<file path="src/rtl/regfile_pkg.sv">
// Shared types and defaults for the multi-read-port register file.
// Optional feature macro: REGFILE_ZERO_REG_EN (hardwired-zero entry 0).
package regfile_pkg;

  typedef enum logic {
    ST_IDLE,
    ST_CLEAR
  } state_t;

  localparam int DEF_DATA_WIDTH = 16;
  localparam int DEF_ADDR_WIDTH = 3;

  function automatic int slice_lo(
    input int p,
    input int w
  );
    return p * w;
  endfunction

endpackage

</file>
<file path="src/rtl/regfile_read_port.sv">
// One registered read port with write-first bypass.
// Optional feature macro: REGFILE_ZERO_REG_EN (handled in the top).
module regfile_read_port #(
  parameter int DW = 16,
  parameter int AW = 3
) (
  input  logic          clk,
  input  logic          rst,
  input  logic          en,
  input  logic [AW-1:0] addr,
  input  logic [DW-1:0] arr_data,
  input  logic          wr_en,
  input  logic [AW-1:0] wr_addr,
  input  logic [DW-1:0] wr_data,
  input  logic          busy,
  output logic [DW-1:0] data,
  output logic          valid
);

  logic          hit;
  logic          fire;
  logic [DW-1:0] sel;

  // wr_en is the committed write, so a dropped write never bypasses
  assign hit  = wr_en && (wr_addr == addr);
  assign sel  = hit ? wr_data : arr_data;
  assign fire = en && !busy;

  always_ff @(posedge clk or negedge rst) begin
    if (!rst) begin
      data  <= '0;
      valid <= 1'b0;
    end else begin
      valid <= fire;
      if (fire) data <= sel;
    end
  end

endmodule

</file>
<file path="src/rtl/regfile_mp.sv">
// Multi-read-port register file with hardware clear sequencer.
// Optional feature macro: REGFILE_ZERO_REG_EN (hardwired-zero entry 0).
module regfile_mp
  import regfile_pkg::*;
#(
  parameter int DATA_WIDTH = DEF_DATA_WIDTH,
  parameter int ADDR_WIDTH = DEF_ADDR_WIDTH,
  parameter int NUM_RD     = 2
) (
  input  logic                         clk,
  input  logic                         rst,
  input  logic [NUM_RD-1:0]            rd_en,
  input  logic [NUM_RD*ADDR_WIDTH-1:0] rd_addr,
  output logic [NUM_RD*DATA_WIDTH-1:0] rd_data,
  output logic [NUM_RD-1:0]            rd_valid,
  input  logic                         wr_en,
  input  logic [ADDR_WIDTH-1:0]        wr_addr,
  input  logic [DATA_WIDTH-1:0]        wr_data,
  input  logic                         clr_req,
  output logic                         busy
);

  localparam int DEPTH = 2 ** ADDR_WIDTH;
`ifdef REGFILE_ZERO_REG_EN
  localparam int FIRST = 1;
`else
  localparam int FIRST = 0;
`endif

  state_t state;
  state_t state_nx;

  logic [ADDR_WIDTH-1:0] cnt;
  logic [ADDR_WIDTH-1:0] cnt_nx;
  logic                  wr_fire;

  logic [DATA_WIDTH-1:0] mem [FIRST:DEPTH-1];

  assign busy = (state == ST_CLEAR);

  // clear request wins over a same-cycle write
`ifdef REGFILE_ZERO_REG_EN
  assign wr_fire = (state == ST_IDLE) && wr_en && !clr_req &&
                   (wr_addr != '0);
`else
  assign wr_fire = (state == ST_IDLE) && wr_en && !clr_req;
`endif

  always_ff @(posedge clk or negedge rst) begin
    if (!rst) begin
      state <= ST_IDLE;
      cnt   <= '0;
    end else begin
      state <= state_nx;
      cnt   <= cnt_nx;
    end
  end

  always_comb begin
    state_nx = state;
    cnt_nx   = cnt;
    unique case (state)
      ST_IDLE: begin
        if (clr_req) begin
          state_nx = ST_CLEAR;
          cnt_nx   = '0;
        end
      end
      ST_CLEAR: begin
        cnt_nx = cnt + 1'b1;
        if (cnt == ADDR_WIDTH'(DEPTH - 1)) state_nx = ST_IDLE;
      end
      default: state_nx = ST_IDLE;
    endcase
  end

  always_ff @(posedge clk or negedge rst) begin
    if (!rst) begin
      for (int i = FIRST; i < DEPTH; i++) mem[i] <= '0;
    end else begin
      for (int i = FIRST; i < DEPTH; i++) begin
        if (busy && cnt == ADDR_WIDTH'(i))
          mem[i] <= '0;
        else if (wr_fire && wr_addr == ADDR_WIDTH'(i))
          mem[i] <= wr_data;
      end
    end
  end

  for (genvar p = 0; p < NUM_RD; p++) begin : g_rd
    logic [ADDR_WIDTH-1:0] ra;
    logic [DATA_WIDTH-1:0] sel;

    assign ra = rd_addr[slice_lo(p, ADDR_WIDTH) +: ADDR_WIDTH];

    // entries below FIRST have no storage and read as zero
    always_comb begin
      sel = '0;
      for (int i = FIRST; i < DEPTH; i++)
        if (ra == ADDR_WIDTH'(i)) sel = mem[i];
    end

    regfile_read_port #(
      .DW(DATA_WIDTH),
      .AW(ADDR_WIDTH)
    ) u_port (
      .clk     (clk),
      .rst     (rst),
      .en      (rd_en[p]),
      .addr    (ra),
      .arr_data(sel),
      .wr_en   (wr_fire),
      .wr_addr (wr_addr),
      .wr_data (wr_data),
      .busy    (busy),
      .data    (rd_data[slice_lo(p, DATA_WIDTH) +: DATA_WIDTH]),
      .valid   (rd_valid[p])
    );
  end

endmodule

</file>
<file path="config.mk">
export PLATFORM = sky130hd
export DESIGN_NAME = regfile_mp
export DESIGN_NICKNAME = d
export VERILOG_FILES = /design/src/rtl/regfile_pkg.sv /design/src/rtl/regfile_read_port.sv /design/src/rtl/regfile_mp.sv
export SDC_FILE = /design/constraint.sdc
export NUM_CORES = 1
export LEC_CHECK = 0
export ABC_AREA = 1
export BUFFER_PORTS_ARGS = -buffer_cell sky130_fd_sc_hd__buf_2
export CORE_MARGIN = 2
export CORE_UTILIZATION = 40
export DETAILED_ROUTE_END_ITERATION = 8
export GPL_ROUTABILITY_DRIVEN = 0
export GPL_TIMING_DRIVEN = 0
export SLEW_MARGIN = 5
export SYNTH_ARGS = -nofsm -noshare
export SYNTH_HDL_FRONTEND = slang
export SYNTH_HIERARCHICAL = 1
export SYNTH_SLANG_ARGS = --single-unit
</file>
<file path="constraint.sdc">
create_clock -name clk -period 2.41 [get_ports clk]
set_clock_uncertainty 0.05 [all_clocks]
set_input_delay 0.482 -clock clk [delete_from_list [all_inputs] [get_ports clk]]
set_output_delay 0.482 -clock clk [all_outputs]
set_load 0.005 [all_outputs]
</file>
### After elaboration in Yosys (flattened, before gate mapping)

Cells that the tools add are included.
Widths: inputs -> output; s select.

| operators by class | value |
|---|---|
| add/sub/neg operators | 1 |
| equality and inequality tests | 31 |
| muxes and demuxes | 39 |
| bitwise logic cells | 1 |
| reductions and logical operators | 36 |

Operators by type and width:

| cell | number |
|---|---|
| $mux 16 | 34 |
| $eq 3x3->1 const B | 16 |
| $eq 3x2->1 const B | 8 |
| $logic_and 1x1->1 | 22 |
| $reduce_bool 2->1 | 8 |
| $eq 3x1->1 const B | 4 |
| $logic_not 3->1 | 4 |
| $eq 3x3->1 | 2 |
| $pmux 3 s2 | 1 |
| $add 3x1->3 const B | 1 |
| $mux 3 | 1 |
| $logic_not 1->1 | 2 |
| $mux 1 | 2 |
| $ne 2x2->1 const B | 1 |
| $pmux 1 s2 | 1 |
| $not 1->1 | 1 |

| storage, ports and cells | value |
|---|---|
| bits in registers | 166 |
| bits of input ports | 31 |
| output and inout port bits | 35 |
| logic and storage cells | 122 |

### Depth between registers and ports, before layout

Gate-level depths: netlist (run 1).

| depth | value |
|---|---|
| depth in word-level cells | 10 |
| depth in mapped cells | 12 |
| mapped depth without buffers | 11 |

### Cells and area by module

Netlist (run 1), hierarchy kept.

Modules (own cells, without submodules):

| module | instances | cells each | area an instance (um^2) | seq. area each (um^2) |
|---|---|---|---|---|
| regfile_mp | 1 | 894 | 7479.7 | 3303.2 |
| regfile_read_port | 2 | 154 | 1068.5 | 425.4 |

### Worst setup path before layout (run 1)

No wires, ideal clock.

| timing path | value |
|---|---|
| kind | input to register |
| start point | input rd_addr[3] |
| end point | register g_rd[1].u_port.data[0] |
| setup time | 65 ps |
| arrival | 1572 ps |
| data required time | 2295 ps |
| setup slack | 724 ps |
| stages on the path | 10 |
| buffers on the path | 2 |
| cells stage by stage | buf_4 > inv_2 > nor3_2 > buf_4 > nand2_1 > nand4_1 > inv_1 > nand2_2 > nand3_1 > nand2_1 |

| on the way | value |
|---|---|
| cells in the longest elaborated chain, start to end | 10 |
| elaborated cells between the ends (all ways) | 19 |
| classes of those cells | eq/ne: 8; mux: 9; reduce/logical: 2 |

RTL lines:

| element | RTL line | RTL |
|---|---|---|
| from (decl) | regfile_mp.sv:13 | `input logic [NUM_RD*ADDR_WIDTH-1:0] rd_addr,` |
| $logic_not 3->1 | regfile_mp.sv:100 | `if (ra == ADDR_WIDTH'(i)) sel = mem[i];` |
| $mux 16 (7 in a row) | regfile_mp.sv:100 |  |
| $mux 16 * | regfile_mp.sv:100 |  |
| named net g_rd[1].sel[0] | regfile_mp.sv:92 | `logic [DATA_WIDTH-1:0] sel;` |
| $mux 16 * | regfile_read_port.sv:26 | `assign sel = hit ? wr_data : arr_data;` |
| to (signal assigned) | regfile_read_port.sv:35 | `if (fire) data <= sel;` |
| to (decl) | regfile_read_port.sv:16 | `output logic [DW-1:0] data,` |

The timed path passes the listed nets; every way through them passes the cells marked *.
A chain may end at the register's enable or synchronous reset.

### Final worst setup path (run 1)

| timing path | value |
|---|---|
| start point | input rd_addr[3] |
| end point | register g_rd[1].u_port.data[10] |

The elaborated chain is that of the path after synthesis.

==> results of run 1 <==
==> cell usage after synthesis <==
master and count:
buf_1 4, buf_6 17, buf_2 28, nor3_2 2, or2_2 1, o22ai_2 10
buf_4 10, a21oi_1 1, dfrtp_1 166, nand2_2 12, nand3_1 217, clkbuf_1 18
o22ai_1 7, nand3_4 2, o21a_1 1, nor2_4 2, clkbuf_2 1, nand4_1 157
nor2_1 68, o21ai_1 50, inv_2 7, buf_12 1, nor2_2 4, ha_1 6
nand2_1 205, clkbuf_8 6, o21ai_0 64, inv_4 1, nand2_4 3, nor3_4 4
inv_1 118, nor2_8 3, nand4_4 6
==> final cells by class <==
type | count | area, um2 | share of cell area
Clock buffer | 18 | 439 | 0.0400
Tap cell | 319 | 399 | 0.0363
Buffer | 85 | 597 | 0.0543
Timing Repair Buffer | 67 | 373 | 0.0339
Clock inverter | 14 | 163 | 0.0148
Sequential cell | 166 | 4150 | 0.378
Multi-Input combinational cell | 825 | 4390 | 0.399
Inverter | 126 | 475 | 0.0433
==> per-layer routing <==
layer / up-vias / routed length, um / part of all wire / track usage
li1: 4316 / - / - / -
met1: 4555 / 13800 / 0.44 / 0.355
met2: 464 / 14200 / 0.45 / 0.391
met3: 104 / 2540 / 0.080 / 0.0471
met4: 0 / 1210 / 0.038 / 0.0946
met5: - / 0 / 0 / 0
==> stage by stage <==
| stage | std cells | total power [W] | setup slack, ps |
|---|---|---|---|
| 2_1_floorplan | 1202 | 0.00486 | 724 |
| 3_3_place_gp | 1586 | 0.00564 | -1860 |
| 3_5_place_dp | 1587 | 0.00568 | -136 |
| 4_1_cts | 1620 | 0.00849 | 326 |
| 5_1_grt | 1620 | 0.00894 | 143 |
| 6_report | 1620 | 0.00846 | 214 |
==> path summary, 6_finish.rpt <==
path | endpoint | slack, ps | depth (start not counted)
min reg2reg | g_rd[0].u_port/data[15] | 430 | 2
min | busy | 310 | 2
max | g_rd[1].u_port/data[10] | 210 | 11
max reg2reg | mem[25] | 440 | 5
max in group asynchronous | g_rd[1].u_port/data[9] | 900 | 3
min in group asynchronous | mem[82] | 500 | 2
==> registers in the layout, summed over array words and instances (netlist names) <==
| register | flops |
|---|---|
| busy | 1 |
| mem | 128 |
| g_rd.u_port/valid | 2 |
| cnt | 3 |
| g_rd.u_port/data | 32 |
==> where the power goes <==
group / internal, W / switching, W / total, W
logic: 0.000686 / 0.00137 / 0.00206
clock network: 0.00158 / 0.00122 / 0.00280
registers: 0.00324 / 0.000352 / 0.00360
==> cell usage in the layout (no fill, tap or decap), types with 6 or more instances in the layout <==
| cell | count |
|---|---|
| buf_4 | 10 |
| buf_2 | 92 |
| ha_1 | 6 |
| inv_2 | 7 |
| nand4_4 | 6 |
| o21ai_1 | 50 |
| nand3_1 | 217 |
| o22ai_2 | 10 |
| nand2_2 | 12 |
| buf_6 | 17 |
| nand2_1 | 205 |
| o22ai_1 | 7 |
| nand4_1 | 157 |
| inv_1 | 118 |
| clkbuf_1 | 18 |
| clkbuf_8 | 7 |
| o21ai_0 | 64 |
| nor2_1 | 68 |
| clkbuf_16 | 17 |
| dfrtp_1 | 166 |
==> cell families (layout without fill, tap and decap cells) <==
kind of cell             after synthesis  after routing  share of synthesized area
flip-flops                           166            166                      0.432
buffers and inverters                211            310                      0.111
adder cells (fa/ha/maj)                6              6                    0.00781
AO/OA/AOI/OAI                        133            133                     0.0782
AND/OR/NAND/NOR                      686            686                      0.371
==> what timing repair did <==
| item | 4_1_cts | 5_1_grt |
|---|---|---|
| hold endpoints to repair | 60 | 0 |
| hold buffers | 1 | 0 |
| resized for setup | 0 | 0 |
==> metrics.md, run 1 <==
| Metric | Value |
|---|---|
| Status | `completed` |
| Fin Setup TNS | `0 ps` |
| Crit-path max cell delay | `690 ps` |
| Filler cell count | `2367` |
| Minimum clock period | `2200 ps` |
| Critical path type | `input pin to flip-flop` |
| Cell-by-cell trace of the critical path | `buf_2, buf_4, inv_2, nor3_2, buf_4, nand2_1, nand4_1, inv_1, nand2_1, nand3_1, nand2_1` |
| YS warnings | `6` |
| Total congestion overflow | `0` |
| Leak | `5.24 nW` |
| Sequential area share after synthesis | `0.432` |
| Post-synth top area share | `0.432` |
| Final setup vio count | `0` |
| Drt drc | `0` |
| Clock Path Buffers | `2` |
| Via density per instance | `5.83` |
| Pwr/cell area | `770 mW/mm2` |
| Number of port buffers | `65` |
| Yosys cell types | `33` |
| #FFs+latches synth | `166` |
| CP Launch Point | `rd_addr[3]` |
| VDD IR max | `0.472 mV` |
| Post-CTS Setup Inserts | `0` |
| Kind of cell adding the most delay to the critical path | `simple AND/OR/NAND/NOR gates` |
| Synth Cell Area | `0.00962 mm2` |
| Layout Area Growth over Synthesis | `14.3%` |
| Die Ht | `159 um` |
| Number of buffers created by CTS | `17` |
| RSZ-0062 raised after global routing | `false` |
| Area leader, netlist | `dfrtp_1` |
| Final Hold Viols | `0` |
| Clk Latency, worst-skew pair | `440 ps` |
| Share of cells above drive strength 1 | `0.168` |
| WL per Instance | `19.6 um` |
| Crit. End Element | `flip-flop` |
| Worst endpoint data arrival time | `2540 ps` |
| Worst hold-check path type | `input pin to flip-flop` |
| First-pass GRT wire length | `50300 um` |
| Maxcap violations | `0` |
| Syn_area_per_cell | `8.00 um2` |
| FF-to-FF Start | `busy` |
| Drt first pass iters | `6` |
| Initial DRC count | `1320` |
| Detail Placement HPWL | `24500 um` |
| CP Data Required Time | `2750 ps` |
| DIE AREA | `0.0253 mm2` |
| Worst hold slack | `307 ps` |
| N_diodes | `0` |
| Buffers & Inverters on Critical Path | `5` |
| CTS tree | `done` |
| Synth area leaders | `dfrtp_1, nand3_1, nand4_1` |
| Initial antenna violation count | `0` |
| Crit start category | `input pin` |
| GRT Overall Usage | `0.253` |
| Slew @ Worst Pin | `815 ps` |
| Clk sink count | `166` |
| Critical Path Fanout Max | `10` |
| DRT Wirelength | `31700 um` |
| Vias in the first global route | `9000` |
| Clock Tree Root | `clkbuf_16` |
| Post-route ant nets | `0` |
| Slew HR | `0.454` |
| Slowest-stage cell, CP | `nor3_2` |
| Slew Viols, Final | `0` |
| H-tree depth | `4` |
| Final net count | `1325` |
| Vias after detailed routing | `9439` |
| Post-Syn Nets | `1239` |
| Pin count of the biggest net entering global routing | `107` |
| Boundary Pins | `66` |
| Layout Utilization | `0.467` |
| Most used cell, CP | `nand2_1` |
| Core area | `0.0235 mm2` |
| Clock slew at reported path FFs | `80 ps` |
| Fmax | `455 MHz` |
| # rows | `56` |
| Design Area, Final | `0.0110 mm2` |
| Initial core utilization | `0.408` |
| Placed cell area | `0.0104 mm2` |
| Final cycle utilization of the critical path | `0.911` |
| Die X | `159 um` |
| Hold path start | `clr_req` |
| Mapped Cells | `1202` |
Power figures use the tool's default switching activity.
==> run 2: changes to the inputs <==
- CORE_ASPECT_RATIO: default -> 0.7
==> run 2 against run 1 <==
Effect of this change:
- via count increased by 2.0%
- sequential power about the same
- highest routed layer is now met5
- clock power increased by 3%
- sequential share of layout area about the same
==> metrics.md, run 2 (same netlist as run 1, synthesis figures left out) <==
| Metric | Value |
|---|---|
| Layout Cells excl Fill | `1619` |
| Crit start category | `input pin` |
| Slew @ Worst Pin | `825 ps` |
| Crit. End Element | `flip-flop` |
| N_diodes | `0` |
| Worst endpoint data arrival time | `2660 ps` |
| WL per Instance | `20.6 um` |
| Final net count | `1325` |
| Number of buffers created by CTS | `17` |
| Worst hold-check path type | `input pin to flip-flop` |
| Slew Viols, Final | `0` |
| Dpl cells | `1586` |
| PnR worst setup slack | `80.7 ps` |
| Total congestion overflow | `0` |
| Boundary Pins | `66` |
| Final Hold Viols | `0` |
| CTS tree | `done` |
| Post-CTS Setup Inserts | `0` |
| # rows | `47` |
| Hold path cells | `2` |
| Largest register FFs | `128` |
| First-pass GRT wire length | `51900 um` |
| Fin Setup TNS | `0 ps` |
| WHS Endpoint | `busy` |
| Clk sink count | `166` |
| Pwr/cell area | `779 mW/mm2` |
| Reg2reg path depth | `5` |
| Layout Area Growth over Synthesis | `14.2%` |
| VDD IR max | `0.549 mV` |
| Largest registers | `mem: 128 flops, g_rd.u_port/data: 32 flops, cnt: 3 flops` |
| Layout Utilization | `0.464` |
| Critical path type | `input pin to flip-flop` |
| Minimum clock period | `2330 ps` |
| CP Data Required Time | `2740 ps` |
| Slew HR | `0.447` |
| Die X | `189 um` |
| Via density per instance | `5.95` |
| Drt drc | `0` |
| Worst slack at placement | `-234 ps` |
| Clock Tree Root | `clkbuf_16` |
| DRT Wirelength | `33400 um` |
| DIE AREA | `0.0253 mm2` |
| Core area | `0.0236 mm2` |
| Most flop-heavy register | `mem` |
| Clk Latency, worst-skew pair | `450 ps` |
| GRT Overall Usage | `0.270` |
| Vias after detailed routing | `9630` |
| Hold path start | `clr_req` |
| Flop-to-flop setup slack | `410 ps` |
| Critical Path Fanout Max | `10` |
| Clock Path Buffers | `2` |
| Worst R2R End | `mem[24]` |
| Share of cells above drive strength 1 | `0.168` |
| Filler cell count | `2414` |
| Post-route ant nets | `0` |
| Final setup vio count | `0` |
| Vias in the first global route | `8743` |
| Leak | `5.24 nW` |
| H-tree depth | `4` |
| Number of port buffers | `65` |
| Commonest non-fill, non-tap cell in the layout | `nand3_1` |
| Pin count of the biggest net entering global routing | `105` |
| Drt first pass iters | `6` |
| Final cycle utilization of the critical path | `0.967` |
| Initial antenna violation count | `0` |
| Initial DRC count | `1275` |
| FF-to-FF Start | `busy` |
| Commonest cells after routing, fill and taps aside | `nand3_1, nand2_1, dfrtp_1` |
| Die Ht | `134 um` |
| Clock slew at reported path FFs | `70 ps` |
| Fmax | `429 MHz` |
| RSZ-0062 raised after global routing | `false` |
| Status | `completed` |
| Overall power consumption | `0.00856 W` |
| Initial core utilization | `0.407` |
| Maxcap violations | `0` |
| Detail Placement HPWL | `25700 um` |
==> run 2: what timing repair did <==
| item | CTS | global route |
|---|---|---|
| endpoints found under the hold margin | 62 | 0 |
| hold buffers | 1 | 0 |
| setup endpoints to repair | 0 | 0 |
| gates resized for setup | 0 | 0 |
==> run 2: how the worst max path moves through the flow <==
stage | startpoint | to | slack, ps
floorplan | rd_addr[3] | g_rd[1].u_port/data[0] | 720
global placement | rst | g_rd[1].u_port/data[1] | -1910
detailed placement | rd_addr[3] | g_rd[1].u_port/data[10] | -230
CTS | rd_addr[3] | g_rd[1].u_port/data[10] | 230
global route | rd_addr[3] | g_rd[1].u_port/data[10] | 70
finish | rd_addr[3] | g_rd[1].u_port/data[10] | 80
==> run 2: metrics by stage <==
| step | hold slack (ps) | instance area [um2] |
|---|---|---|
| 2_1_floorplan | 136 | 9620 |
| 3_3_place_gp | 411 | 10300 |
| 3_5_place_dp | 409 | 10400 |
| 4_1_cts | 295 | 11000 |
| 5_1_grt | 293 | 11000 |
| 6_report | 294 | 11000 |
==> run 2: layout make-up <==
class / instances / area, um2 / share of cell area
well taps: 318 / 398 / 0.0362
multi-input cells: 825 / 4390 / 0.400
clock buffers: 17 / 425 / 0.0387
inverters: 126 / 475 / 0.0433
clock inverters: 15 / 168 / 0.0153
plain buffers: 85 / 597 / 0.0544
flip-flops and latches: 166 / 4150 / 0.378
repair buffers: 67 / 373 / 0.0340
==> run 2: layer usage <==
metal  share of wire  GRT usage  up-vias  wire [um]
li1                -          -     4329          -
met3            0.12     0.0727       49       3870
met2            0.39      0.349      551      12900
met1            0.48      0.438     4699      16100
met5          0.0016     0.0154        -         55
met4           0.012     0.0500        2        399
==> run 2: critical path, stage by stage <==
cell	delay [ps]
buf_2	190
buf_4	200
inv_2	140
nor3_2	700
buf_4	330
nand2_1	70
nand4_1	150
inv_1	60
nand2_1	60
nand3_1	170
nand2_1	110
==> run 2: where the power goes <==
group / switching, W / total, W / internal [W]
clock: 0.00131 / 0.00287 / 0.00156
combinational: 0.00142 / 0.00210 / 0.000686
sequential: 0.000342 / 0.00358 / 0.00324
==> run 3: changes to the inputs <==
- CORE_MARGIN: 2 -> 1
==> run 3 against run 2 <==
Effect of this change:
- worst hold slack better by 5.5 ps
- final cell count about the same
- clock power up 17%
- critical path type unchanged
==> metrics.md, run 3 (same netlist as run 1, synthesis figures left out) <==
| Metric | Value |
|---|---|
| Initial core utilization | `0.407` |
| Slew HR | `0.416` |
| Pwr/cell area | `816 mW/mm2` |
| CTS tree | `done` |
| N_diodes | `0` |
| DRT Wirelength | `33500 um` |
| Core area | `0.0236 mm2` |
| Total congestion overflow | `0` |
| Number of port buffers | `65` |
| Layout Area Growth over Synthesis | `15.3%` |
| Maxcap violations | `0` |
| Post-route ant nets | `0` |
| Worst endpoint data arrival time | `2700 ps` |
| Leak | `5.29 nW` |
| Crit start category | `input pin` |
| RSZ-0062 raised after global routing | `false` |
| First-pass GRT wire length | `51800 um` |
| Final Hold Viols | `0` |
| Initial DRC count | `1315` |
| Hold buffers post-CTS | `1` |
| Die X | `187 um` |
| Critical Path Fanout Max | `10` |
| CTS resizes | `0` |
| Drt drc | `0` |
| Critical path type | `input pin to flip-flop` |
| Pin count of the biggest net entering global routing | `111` |
| Commonest cells after routing, fill and taps aside | `nand3_1, nand2_1, dfrtp_1` |
| Largest registers | `mem: 128 flops, g_rd.u_port/data: 32 flops, cnt: 3 flops` |
| Commonest non-fill, non-tap cell in the layout | `nand3_1` |
| Worst hold-check path type | `input pin to flip-flop` |
| Slew Viols, Final | `0` |
| Worst slack at placement | `-232 ps` |
| Most used cell, CP | `nand2_1` |
| Most flop-heavy register | `mem` |
| # rows | `47` |
| Layout Utilization | `0.469` |
| Crit-path max cell delay | `730 ps` |
| Final cycle utilization of the critical path | `0.986` |
| Hold path cells | `2` |
| Slowest-stage cell, CP | `nor3_2` |
| Filler cell count | `2372` |
| Layout Cells excl Fill | `1618` |
| Clk sink count | `166` |
| WHS Endpoint | `busy` |
| Number of buffers created by CTS | `17` |
| Vias in the first global route | `8729` |
| H-tree depth | `4` |
| Reg2reg path depth | `10` |
| Clock Path Buffers | `2` |
| Final setup vio count | `0` |
| Flop-to-flop setup slack | `440 ps` |
| Slew @ Worst Pin | `872 ps` |
| Detail Placement HPWL | `25700 um` |
| Minimum clock period | `2380 ps` |
| Cell-by-cell trace of the critical path | `buf_2, buf_4, inv_2, nor3_2, buf_4, nand2_1, nand4_1, inv_1, nand2_1, nand3_1, nand2_1` |
| Via density per instance | `5.95` |
| Die Ht | `132 um` |
| Share of cells above drive strength 1 | `0.166` |
| Fin Setup TNS | `0 ps` |
| Crit. End Element | `flip-flop` |
| DIE AREA | `0.0247 mm2` |
| Vias after detailed routing | `9626` |
| Largest register FFs | `128` |
| Worst R2R End | `g_rd[0].u_port/data[0]` |
| Boundary Pins | `66` |
| Post-CTS Setup Inserts | `0` |
| FF-to-FF Start | `busy` |
| Fmax | `421 MHz` |
| CP Data Required Time | `2730 ps` |
| Initial antenna violation count | `0` |
| Final net count | `1325` |
| WL per Instance | `20.7 um` |
| Clk Latency, worst-skew pair | `440 ps` |
| Clock Tree Root | `clkbuf_16` |
| Status | `completed` |
| Hold path start | `clr_req` |
| GRT Overall Usage | `0.275` |
| Drt first pass iters | `6` |
| Clock slew at reported path FFs | `60 ps` |
| VDD IR max | `0.486 mV` |
| Dpl cells | `1586` |
| PnR worst setup slack | `33.0 ps` |
-- run 3: how the worst max path moves through the flow --
stage	startpoint	end	slack (ps)	cells past startpoint
5_1_grt	rd_addr[3]	g_rd[1].u_port/data[10]	50	11
3_5_place_dp	rd_addr[3]	g_rd[1].u_port/data[10]	-230	11
2_1_floorplan	rd_addr[3]	g_rd[1].u_port/data[0]	720	10
4_1_cts	rd_addr[3]	g_rd[1].u_port/data[10]	220	11
6_report	rd_addr[3]	g_rd[1].u_port/data[10]	30	11
3_3_place_gp	rst	g_rd[1].u_port/data[13]	-1940	1
-- run 3: worst max-delay path: cells and delay by family --
kind	cells	cell delay (ps)
simple gates	6	1300
buf+inv	5	910
-- run 3: cell type report --
type	count	area, um2	area share
multi-input combinational	825	4390	0.396
sequential	166	4150	0.375
buffer	85	597	0.0538
inverter	126	475	0.0429
clock buffer	18	429	0.0387
tap	318	398	0.0359
timing repair buffer	67	373	0.0336
clock inverter	13	275	0.0248
-- run 3: routing by layer --
metal | track usage | routed length, um | vias to the layer above
met4 | 0.0606 | 433 | 0
met2 | 0.357 | 13000 | 578
met3 | 0.0833 | 4190 | 48
met5 | 0 | 0 | -
met1 | 0.436 | 15900 | 4674
li1 | - | - | 4326
-- run 3: power breakdown --
| part | switching (W) | leakage (nW) | internal (W) |
|---|---|---|---|
| Combinational | 0.00142 | 2.65 | 0.000687 |
| Clock | 0.00120 | 0.341 | 0.00215 |
| Sequential | 0.000346 | 2.29 | 0.00324 |
-- run 3: stage by stage --
stage	area, um2	total power [W]	hold WS (ps)
floorplan	9620	0.00486	136
global placement	10300	0.00565	411
detailed placement	10400	0.00570	391
CTS	11100	0.00904	299
global route	11100	0.00947	311
finish	11100	0.00905	300
